<file path="src/rtl/ladybird_config.sv">
// ladybird_config -- shared configuration for the ladybird fetch path.
//   XLEN          : machine word width used by all fetch-path buses
//   fetch_state_e : fetch FSM states (RUN, DRAIN)
//   word_align()  : clears the two byte-offset bits of an address
package ladybird_config;

  localparam int XLEN = 32;

  typedef enum logic {
    RUN   = 1'b0,
    DRAIN = 1'b1
  } fetch_state_e;

  function automatic logic [XLEN-1:0] word_align(input logic [XLEN-1:0] a);
    return {a[XLEN-1:2], 2'b00};
  endfunction

endpackage

</file>
<file path="src/rtl/ladybird_mem_if.sv">
// ladybird_mem_if -- simple request/grant memory bus with in-order responses.
//   req/addr/wstrb : request side, driven by the primary
//   gnt            : request accepted this cycle
//   data_gnt/data  : response valid and its read data
interface ladybird_mem_if;
  import ladybird_config::*;

  logic            req;
  logic [XLEN-1:0] addr;
  logic [XLEN/8-1:0] wstrb;
  logic            gnt;
  logic            data_gnt;
  logic [XLEN-1:0] data;

  modport primary   (output req, addr, wstrb, input  gnt, data_gnt, data);
  modport secondary (input  req, addr, wstrb, output gnt, data_gnt, data);
endinterface

</file>
<file path="src/rtl/ladybird_fetch_fifo.sv">
// ladybird_fetch_fifo -- DEPTH-entry storage of {pc, inst} pairs.
//   clk, anrst          : clock, asynchronous active-low reset
//   push, push_pc/inst  : write one entry (ignored when full without pop)
//   pop                 : retire the head entry (ignored when empty)
//   flush               : empty the queue; overrides push and pop
//   full, empty, count  : occupancy status
//   head_pc, head_inst  : head entry, forced to zero when empty
module ladybird_fetch_fifo
  import ladybird_config::*;
#(
  parameter int DEPTH = 4
) (
  input  logic                       clk,
  input  logic                       anrst,
  input  logic                       push,
  input  logic [XLEN-1:0]            push_pc,
  input  logic [XLEN-1:0]            push_inst,
  input  logic                       pop,
  input  logic                       flush,
  output logic                       full,
  output logic                       empty,
  output logic [$clog2(DEPTH+1)-1:0] count,
  output logic [XLEN-1:0]            head_pc,
  output logic [XLEN-1:0]            head_inst
);

  localparam int PW = $clog2(DEPTH);
  localparam int CW = $clog2(DEPTH+1);

  logic [PW-1:0]   rd_ptr, wr_ptr;
  logic [CW-1:0]   cnt;
  logic [XLEN-1:0] mem_pc   [DEPTH];
  logic [XLEN-1:0] mem_inst [DEPTH];
  logic            do_push, do_pop;

  assign full    = (cnt == CW'(DEPTH));
  assign empty   = (cnt == '0);
  assign count   = cnt;
  assign do_pop  = pop && !empty;
  // A full queue may still accept a push when the head leaves the same cycle.
  assign do_push = push && (!full || do_pop);

  // Pointers wrap naturally because DEPTH is a power of two.
  always_ff @(posedge clk or negedge anrst) begin
    if (!anrst) begin
      rd_ptr <= '0;
      wr_ptr <= '0;
      cnt    <= '0;
    end else if (flush) begin
      rd_ptr <= '0;
      wr_ptr <= '0;
      cnt    <= '0;
    end else begin
      if (do_push) wr_ptr <= wr_ptr + 1'b1;
      if (do_pop)  rd_ptr <= rd_ptr + 1'b1;
      case ({do_push, do_pop})
        2'b10:   cnt <= cnt + 1'b1;
        2'b01:   cnt <= cnt - 1'b1;
        default: cnt <= cnt;
      endcase
    end
  end

  always_ff @(posedge clk) begin
    if (do_push && !flush) begin
      mem_pc[wr_ptr]   <= push_pc;
      mem_inst[wr_ptr] <= push_inst;
    end
  end

  assign head_pc   = empty ? '0 : mem_pc[rd_ptr];
  assign head_inst = empty ? '0 : mem_inst[rd_ptr];

endmodule

</file>
<file path="src/rtl/ladybird_fetch_queue.sv">
// ladybird_fetch_queue -- instruction prefetch queue with redirect support.
//   clk, anrst        : clock, asynchronous active-low reset
//   inst              : fetch bus (primary side), in-order responses
//   redirect_valid/pc : flush and restart fetch at redirect_pc (word aligned)
//   o_valid/inst/pc   : head instruction presented to the consumer
//   i_ready           : consumer takes the head this cycle
// Optional macro LADYBIRD_FETCH_BYPASS_EN: a response arriving at an empty
// queue is presented on the outputs in the same cycle.
module ladybird_fetch_queue
  import ladybird_config::*;
#(
  parameter logic [XLEN-1:0] RESET_PC        = 32'h0000_0000,
  parameter int              DEPTH           = 4,
  parameter int              MAX_OUTSTANDING = 2,
  parameter bit              SIMULATION      = 1'b0
) (
  input  logic             clk,
  input  logic             anrst,
  ladybird_mem_if.primary  inst,
  input  logic             redirect_valid,
  input  logic [XLEN-1:0]  redirect_pc,
  output logic             o_valid,
  output logic [XLEN-1:0]  o_inst,
  output logic [XLEN-1:0]  o_pc,
  input  logic             i_ready
);

  localparam int CW = $clog2(DEPTH+1);

  fetch_state_e    state;
  logic            started;
  logic [XLEN-1:0] fetch_pc, resp_pc;
  logic [CW-1:0]   outstanding, outstanding_nxt, discard, fifo_count;
  logic            fifo_full, fifo_empty, fifo_push, fifo_pop;
  logic [XLEN-1:0] head_pc, head_inst;
  logic            grant, resp_accept, resp_drop, resp_keep, credit_ok;

  // Responses with nothing outstanding are spurious and ignored.
  assign resp_accept = inst.data_gnt && (outstanding != '0);
  assign resp_drop   = resp_accept && (state == DRAIN || redirect_valid);
  assign resp_keep   = resp_accept && !resp_drop;
  assign grant       = inst.req && inst.gnt;

  // Every issued request must have a guaranteed queue slot when it returns.
  assign credit_ok = (({1'b0, fifo_count} + {1'b0, outstanding}) < (CW+1)'(DEPTH))
                  && (outstanding < CW'(MAX_OUTSTANDING)) && !fifo_full;

  // started holds req low during reset and its first released cycle.
  assign inst.req   = started && credit_ok && !redirect_valid;
  assign inst.addr  = fetch_pc;
  assign inst.wstrb = '0;

  always_comb begin
    outstanding_nxt = outstanding;
    if (grant && !resp_accept)      outstanding_nxt = outstanding + 1'b1;
    else if (!grant && resp_accept) outstanding_nxt = outstanding - 1'b1;
  end

  always_ff @(posedge clk or negedge anrst) begin
    if (!anrst) begin
      state       <= RUN;
      started     <= 1'b0;
      fetch_pc    <= RESET_PC;
      resp_pc     <= RESET_PC;
      outstanding <= '0;
      discard     <= '0;
    end else begin
      started     <= 1'b1;
      outstanding <= outstanding_nxt;
      if (redirect_valid) begin
        // Everything still in flight after this cycle belongs to the old stream.
        fetch_pc <= word_align(redirect_pc);
        resp_pc  <= word_align(redirect_pc);
        discard  <= outstanding_nxt;
        state    <= (outstanding_nxt != '0) ? DRAIN : RUN;
      end else begin
        if (grant)     fetch_pc <= fetch_pc + XLEN'(4);
        if (resp_keep) resp_pc  <= resp_pc + XLEN'(4);
        if (resp_drop) begin
          discard <= discard - 1'b1;
          if (discard == CW'(1)) state <= RUN;
        end
      end
    end
  end

`ifdef LADYBIRD_FETCH_BYPASS_EN
  logic bypass;
  assign bypass    = resp_keep && fifo_empty;
  assign o_valid   = !fifo_empty || bypass;
  assign o_inst    = bypass ? inst.data : head_inst;
  assign o_pc      = bypass ? resp_pc   : head_pc;
  // A bypassed word taken immediately never needs storing.
  assign fifo_push = resp_keep && !(bypass && i_ready);
  assign fifo_pop  = !fifo_empty && i_ready && !redirect_valid;
`else
  assign o_valid   = !fifo_empty;
  assign o_inst    = head_inst;
  assign o_pc      = head_pc;
  assign fifo_push = resp_keep;
  assign fifo_pop  = !fifo_empty && i_ready && !redirect_valid;
`endif

  ladybird_fetch_fifo #(.DEPTH(DEPTH)) u_fifo (
    .clk       (clk),
    .anrst     (anrst),
    .push      (fifo_push),
    .push_pc   (resp_pc),
    .push_inst (inst.data),
    .pop       (fifo_pop),
    .flush     (redirect_valid),
    .full      (fifo_full),
    .empty     (fifo_empty),
    .count     (fifo_count),
    .head_pc   (head_pc),
    .head_inst (head_inst)
  );

  if (SIMULATION) begin : g_sim_chk
    always_ff @(posedge clk) begin
      if (anrst && inst.data_gnt && outstanding == '0)
        $error("ladybird_fetch_queue: data_gnt with no request outstanding");
    end
  end

endmodule

</file>
<file path="src/flat_wrapper.sv">
// flat-port wrapper written by rule: the top's interface ports become plain ports
module ladybird_fetch_queue_flat import ladybird_config::*;
#(
  parameter logic [XLEN-1:0] RESET_PC        = 32'h0000_0000,
  parameter int              DEPTH           = 4,
  parameter int              MAX_OUTSTANDING = 2,
  parameter bit              SIMULATION      = 1'b0
)
  (clk, anrst, redirect_valid, redirect_pc, o_valid, o_inst, o_pc, i_ready, inst_req, inst_addr, inst_wstrb, inst_gnt, inst_data_gnt, inst_data);
  ladybird_mem_if inst_i ();
  input  logic clk;
  input  logic anrst;
  input  logic redirect_valid;
  input  logic [XLEN-1:0] redirect_pc;
  output logic o_valid;
  output logic [XLEN-1:0] o_inst;
  output logic [XLEN-1:0] o_pc;
  input  logic i_ready;
  output wire logic [$bits(inst_i.req)-1:0] inst_req;
  output wire logic [$bits(inst_i.addr)-1:0] inst_addr;
  output wire logic [$bits(inst_i.wstrb)-1:0] inst_wstrb;
  input wire logic [$bits(inst_i.gnt)-1:0] inst_gnt;
  input wire logic [$bits(inst_i.data_gnt)-1:0] inst_data_gnt;
  input wire logic [$bits(inst_i.data)-1:0] inst_data;
  assign inst_req = inst_i.req;
  assign inst_addr = inst_i.addr;
  assign inst_wstrb = inst_i.wstrb;
  assign inst_i.gnt = inst_gnt;
  assign inst_i.data_gnt = inst_data_gnt;
  assign inst_i.data = inst_data;
  ladybird_fetch_queue #(.RESET_PC(RESET_PC), .DEPTH(DEPTH), .MAX_OUTSTANDING(MAX_OUTSTANDING), .SIMULATION(SIMULATION)) u_core (.clk(clk), .anrst(anrst), .inst(inst_i), .redirect_valid(redirect_valid), .redirect_pc(redirect_pc), .o_valid(o_valid), .o_inst(o_inst), .o_pc(o_pc), .i_ready(i_ready));
endmodule
</file>
<file path="config.mk">
export PLATFORM = sky130hd
export DESIGN_NAME = ladybird_fetch_queue_flat
export DESIGN_NICKNAME = d
export VERILOG_FILES = /design/src/rtl/ladybird_config.sv /design/src/rtl/ladybird_mem_if.sv /design/src/rtl/ladybird_fetch_fifo.sv /design/src/rtl/ladybird_fetch_queue.sv /design/src/flat_wrapper.sv
export SDC_FILE = /design/constraint.sdc
export NUM_CORES = 1
export LEC_CHECK = 0
export ABC_AREA = 1
export CAP_MARGIN = 40
export CORE_ASPECT_RATIO = 2
export CORE_MARGIN = 2
export CORE_UTILIZATION = 45
export DETAILED_ROUTE_END_ITERATION = 12
export PLACE_DENSITY = 0.76
export SYNTH_ARGS = -nofsm -noshare
export SYNTH_HDL_FRONTEND = slang
export SYNTH_SLANG_ARGS = --single-unit
</file>
<file path="constraint.sdc">
create_clock -name clk -period 5.3 [get_ports clk]
set_input_delay 1.06 -clock clk [delete_from_list [all_inputs] [get_ports clk]]
set_output_delay 1.06 -clock clk [all_outputs]
set_load 0.03 [all_outputs]
</file>
==> flow_summary.ini <==
[outcome]
status = finished clean

[clocking]
clkSinkCount = 323
hold_buffers = 0
clockRootBuffer = clkbuf_16
clkTransAtPathRegs_ps = 70
cts.path.max_buffers = 3
cts_buffers = 28
h-tree-depth = 1
postCtsResizedCells = 0
postCtsSetupRepairBufs = 0
cts_tree = yes
insertion_delay_ps = 550

[sta]
min_period_ps = 4760
hold_viol = 0
rsz0062_at_grt = false
clock_skew_ps = 12.8
tightest_slew_ps = 845
relSlewSlack = 0.437
finalCritPeriodShare = 0.898
setup_tns_ps = 0
holdWs_ps = 430
fmax_mhz = 210
setup_viol = 0
drv_slew = 0

[layout]
drive_gt1_frac = 0.0646
final.fill_count = 2767
diodes = 0
fin_nets = 1703
fin_cells = 2068
areaGrowthSynthToFinish_pct = 21.0

[power_and_ir_drop]
p_comb_frac = 0.343
ir_worst_vdd_mv = 0.266
power_frac_seq = 0.395
power.internal_uw = 5230
p_switching_uw = 3030
cellPowerDensity_nw_per_um2 = 463
pwr-share-clk = 0.262
swShare = 0.367
fin_total_pwr_uw = 8250
p_leak_uw = 0.00668

[critical_path]
path_cells = buf_4, nor2_1, nor2_1, o21ai_0, a21oi_1, clkdlybuf4s50_1
r2r-end = u_core.u_fifo.mem_pc[2][24]
r2r_start = u_core.outstanding[1]
critical_path.startpoint_type = register
max_stage_delay_ps = 860
path_class = reg2out
path_max_fanout = 67
crit_required_ps = 4240
crit_arrival_ps = 3700
rrSetupSlack_ps = 2550
endpoint_kind = output pin
slowest_stage = dfrtp_4
crit_top_cell = nor2_1
r2r_cells = 10

[floorplanning]
die_w_um = 132
rows = 93
start_util = 0.457
core_area_sq_um = 32200
dieArea_sq_um = 34300
io_pins = 172
fp.dieH_um = 260

[global_route]
grt_pass1_wl_um = 58700
grt_max_degree = 68
grt_usage = 0.218
grt_pass1_vias = 11200
grt-ovfl-total = 0
grt_antenna_before_repair = 0

[logic_synthesis]
yosys-top-cells-count = nor2_1 (313), edfxtp_1 (248), nand2_1 (223), o21ai_0 (141), inv_1 (94)
synthArstFlopShare = 0.232
yosysMostFrequentCell = nor2_1
synth-seq-cells = 323
post-synth-top-area-cell = edfxtp_1
synth_seq_area_share = 0.633
synthesis.instances = 1471
post_synth.cell_area_avg_sq_um = 10.0
synthTopCellsByArea = edfxtp_1 (51%), dfrtp_1 (13%), nor2_1 (8.0%)
ys_types = 43
yosysWarnings = 0
synth_top_area_frac = 0.506
ys.flop_type = edfxtp_1
syn-cell-area_sq_um = 14700
synth_edf_count = 248

[routing]
vias = 11100
wl_met1_um = 13400
postRouteAntennaNets = 0
dr_wl_met2_um = 21500
drt_iter0_markers = 846
wirelength_um = 38300
viasPerCell = 5.37
firstDrtPassIters = 5
wl_per_cell_um = 18.5
wl_met3_um = 1530
drc_errors = 0
dr.max_layer_used = met4

[flow_run]
drv_cap = 0

[min_path]
hold_path.class = in2async

[placed_design]
hpwl_um = 25400
dp_cells = 2016
portBuffers = 161
gp_congestion = 0.939
## cells by family after synthesis
| family | count (synthesis) | share of synthesized area |
|---|---|---|
| XOR/XNOR | 31 | 0.0184 |
| AND/OR/NAND/NOR | 663 | 0.189 |
| AO/OA/AOI/OAI | 266 | 0.0978 |
| adder cells (fa/ha/maj) | 14 | 0.0124 |
| flip-flops | 323 | 0.633 |
| buffers and inverters | 172 | 0.0480 |
| other | 2 | 0.000510 |
## through the flow
step	util	area, sq um	setup slack, ps
after floorplan	-	14700	632
after global placement	0.519	16700	1160
after detailed placement	0.522	16800	1130
after CTS	0.553	17800	527
after global routing	0.553	17800	378
final	0.553	17800	542
## critical path, delay by kind of cell, from the launching register on
family          cells  cell delay (ps)
simple gates        2              230
flops               1              860
compound gates      2              510
buf+inv             2             1480
## final cells by class
class                   instances  area, sq um  area share
clock buffers                  29          726      0.0407
well taps                     427          534      0.0300
repair buffers                182         1850       0.104
multi-input cells             983         4750       0.266
clock inverters                23          255      0.0143
flip-flops and latches        323         9330       0.524
inverters                     101          379      0.0213
## registers in the layout (all words and copies together) (netlist names), 2 cells and up
register / cells
u_core.u_fifo.mem_inst: 128
u_core.discard: 3
u_core.u_fifo.mem_pc: 120
u_core.resp_pc: 30
u_core.u_fifo.wr_ptr: 2
u_core.u_fifo.count: 3
u_core.inst.addr: 30
u_core.u_fifo.rd_ptr: 2
u_core.outstanding: 3
## worst max path at each step
| stage | end | start | cells past startpoint |
|---|---|---|---|
| floorplan | u_core.u_fifo.mem_inst[0][0] | inst_data_gnt | 6 |
| global placement | o_pc[8] | u_core.u_fifo.rd_ptr[0] | 6 |
| detailed placement | o_pc[8] | u_core.u_fifo.rd_ptr[0] | 6 |
| CTS | o_pc[8] | u_core.u_fifo.rd_ptr[0] | 6 |
| global route | o_pc[8] | u_core.u_fifo.rd_ptr[0] | 6 |
| finish | o_pc[8] | u_core.u_fifo.rd_ptr[0] | 6 |
## routing by layer
metal,vias up,GRT usage
met1,5377,0.223
met2,357,0.432
met4,0,0.114
met5,-,0
met3,93,0.0209
li1,5279,-
## cell usage in the layout (no fill, tap or decap), types with 2 or more instances in the layout
| cell | count |
|---|---|
| bufinv_16 | 5 |
| inv_2 | 6 |
| buf_4 | 17 |
| edfxtp_1 | 248 |
| buf_12 | 2 |
| nor2_4 | 10 |
| nor2_2 | 6 |
| inv_6 | 2 |
| inv_1 | 94 |
| nand3b_1 | 3 |
| nor3_1 | 23 |
| nand4_1 | 8 |
| o21ai_1 | 4 |
| ha_1 | 13 |
| nand3_1 | 65 |
| clkinvlp_4 | 2 |
| o221ai_1 | 6 |
| o31ai_1 | 3 |
| a22oi_1 | 3 |
| a31oi_1 | 6 |
| nor2_1 | 309 |
| clkdlybuf4s50_1 | 159 |
| o21ai_0 | 141 |
| clkinv_2 | 4 |
| dfrtp_1 | 73 |
| xnor2_1 | 8 |
| nand2_1 | 223 |
| buf_16 | 3 |
| clkinv_4 | 3 |
| clkinv_1 | 8 |
| conb_1 | 9 |
| clkbuf_16 | 29 |
| nand2_4 | 3 |
| xor2_1 | 23 |
| nand3_2 | 5 |
| nor3_2 | 3 |
| o211ai_1 | 21 |
| a21oi_1 | 78 |
## power groups by stage
| stage | logic [uW] | clock network (uW) | registers (uW) |
|---|---|---|---|
| final | 2830 | 2160 | 3260 |
| after detailed placement | 2840 | 0 | 3300 |
| after global placement | 2760 | 0 | 3290 |
| after CTS | 2860 | 2200 | 3250 |
| after floorplan | 1680 | 0 | 3260 |
| after global routing | 3050 | 2290 | 3290 |
Note: power is estimated with default switching activity, not from simulation.
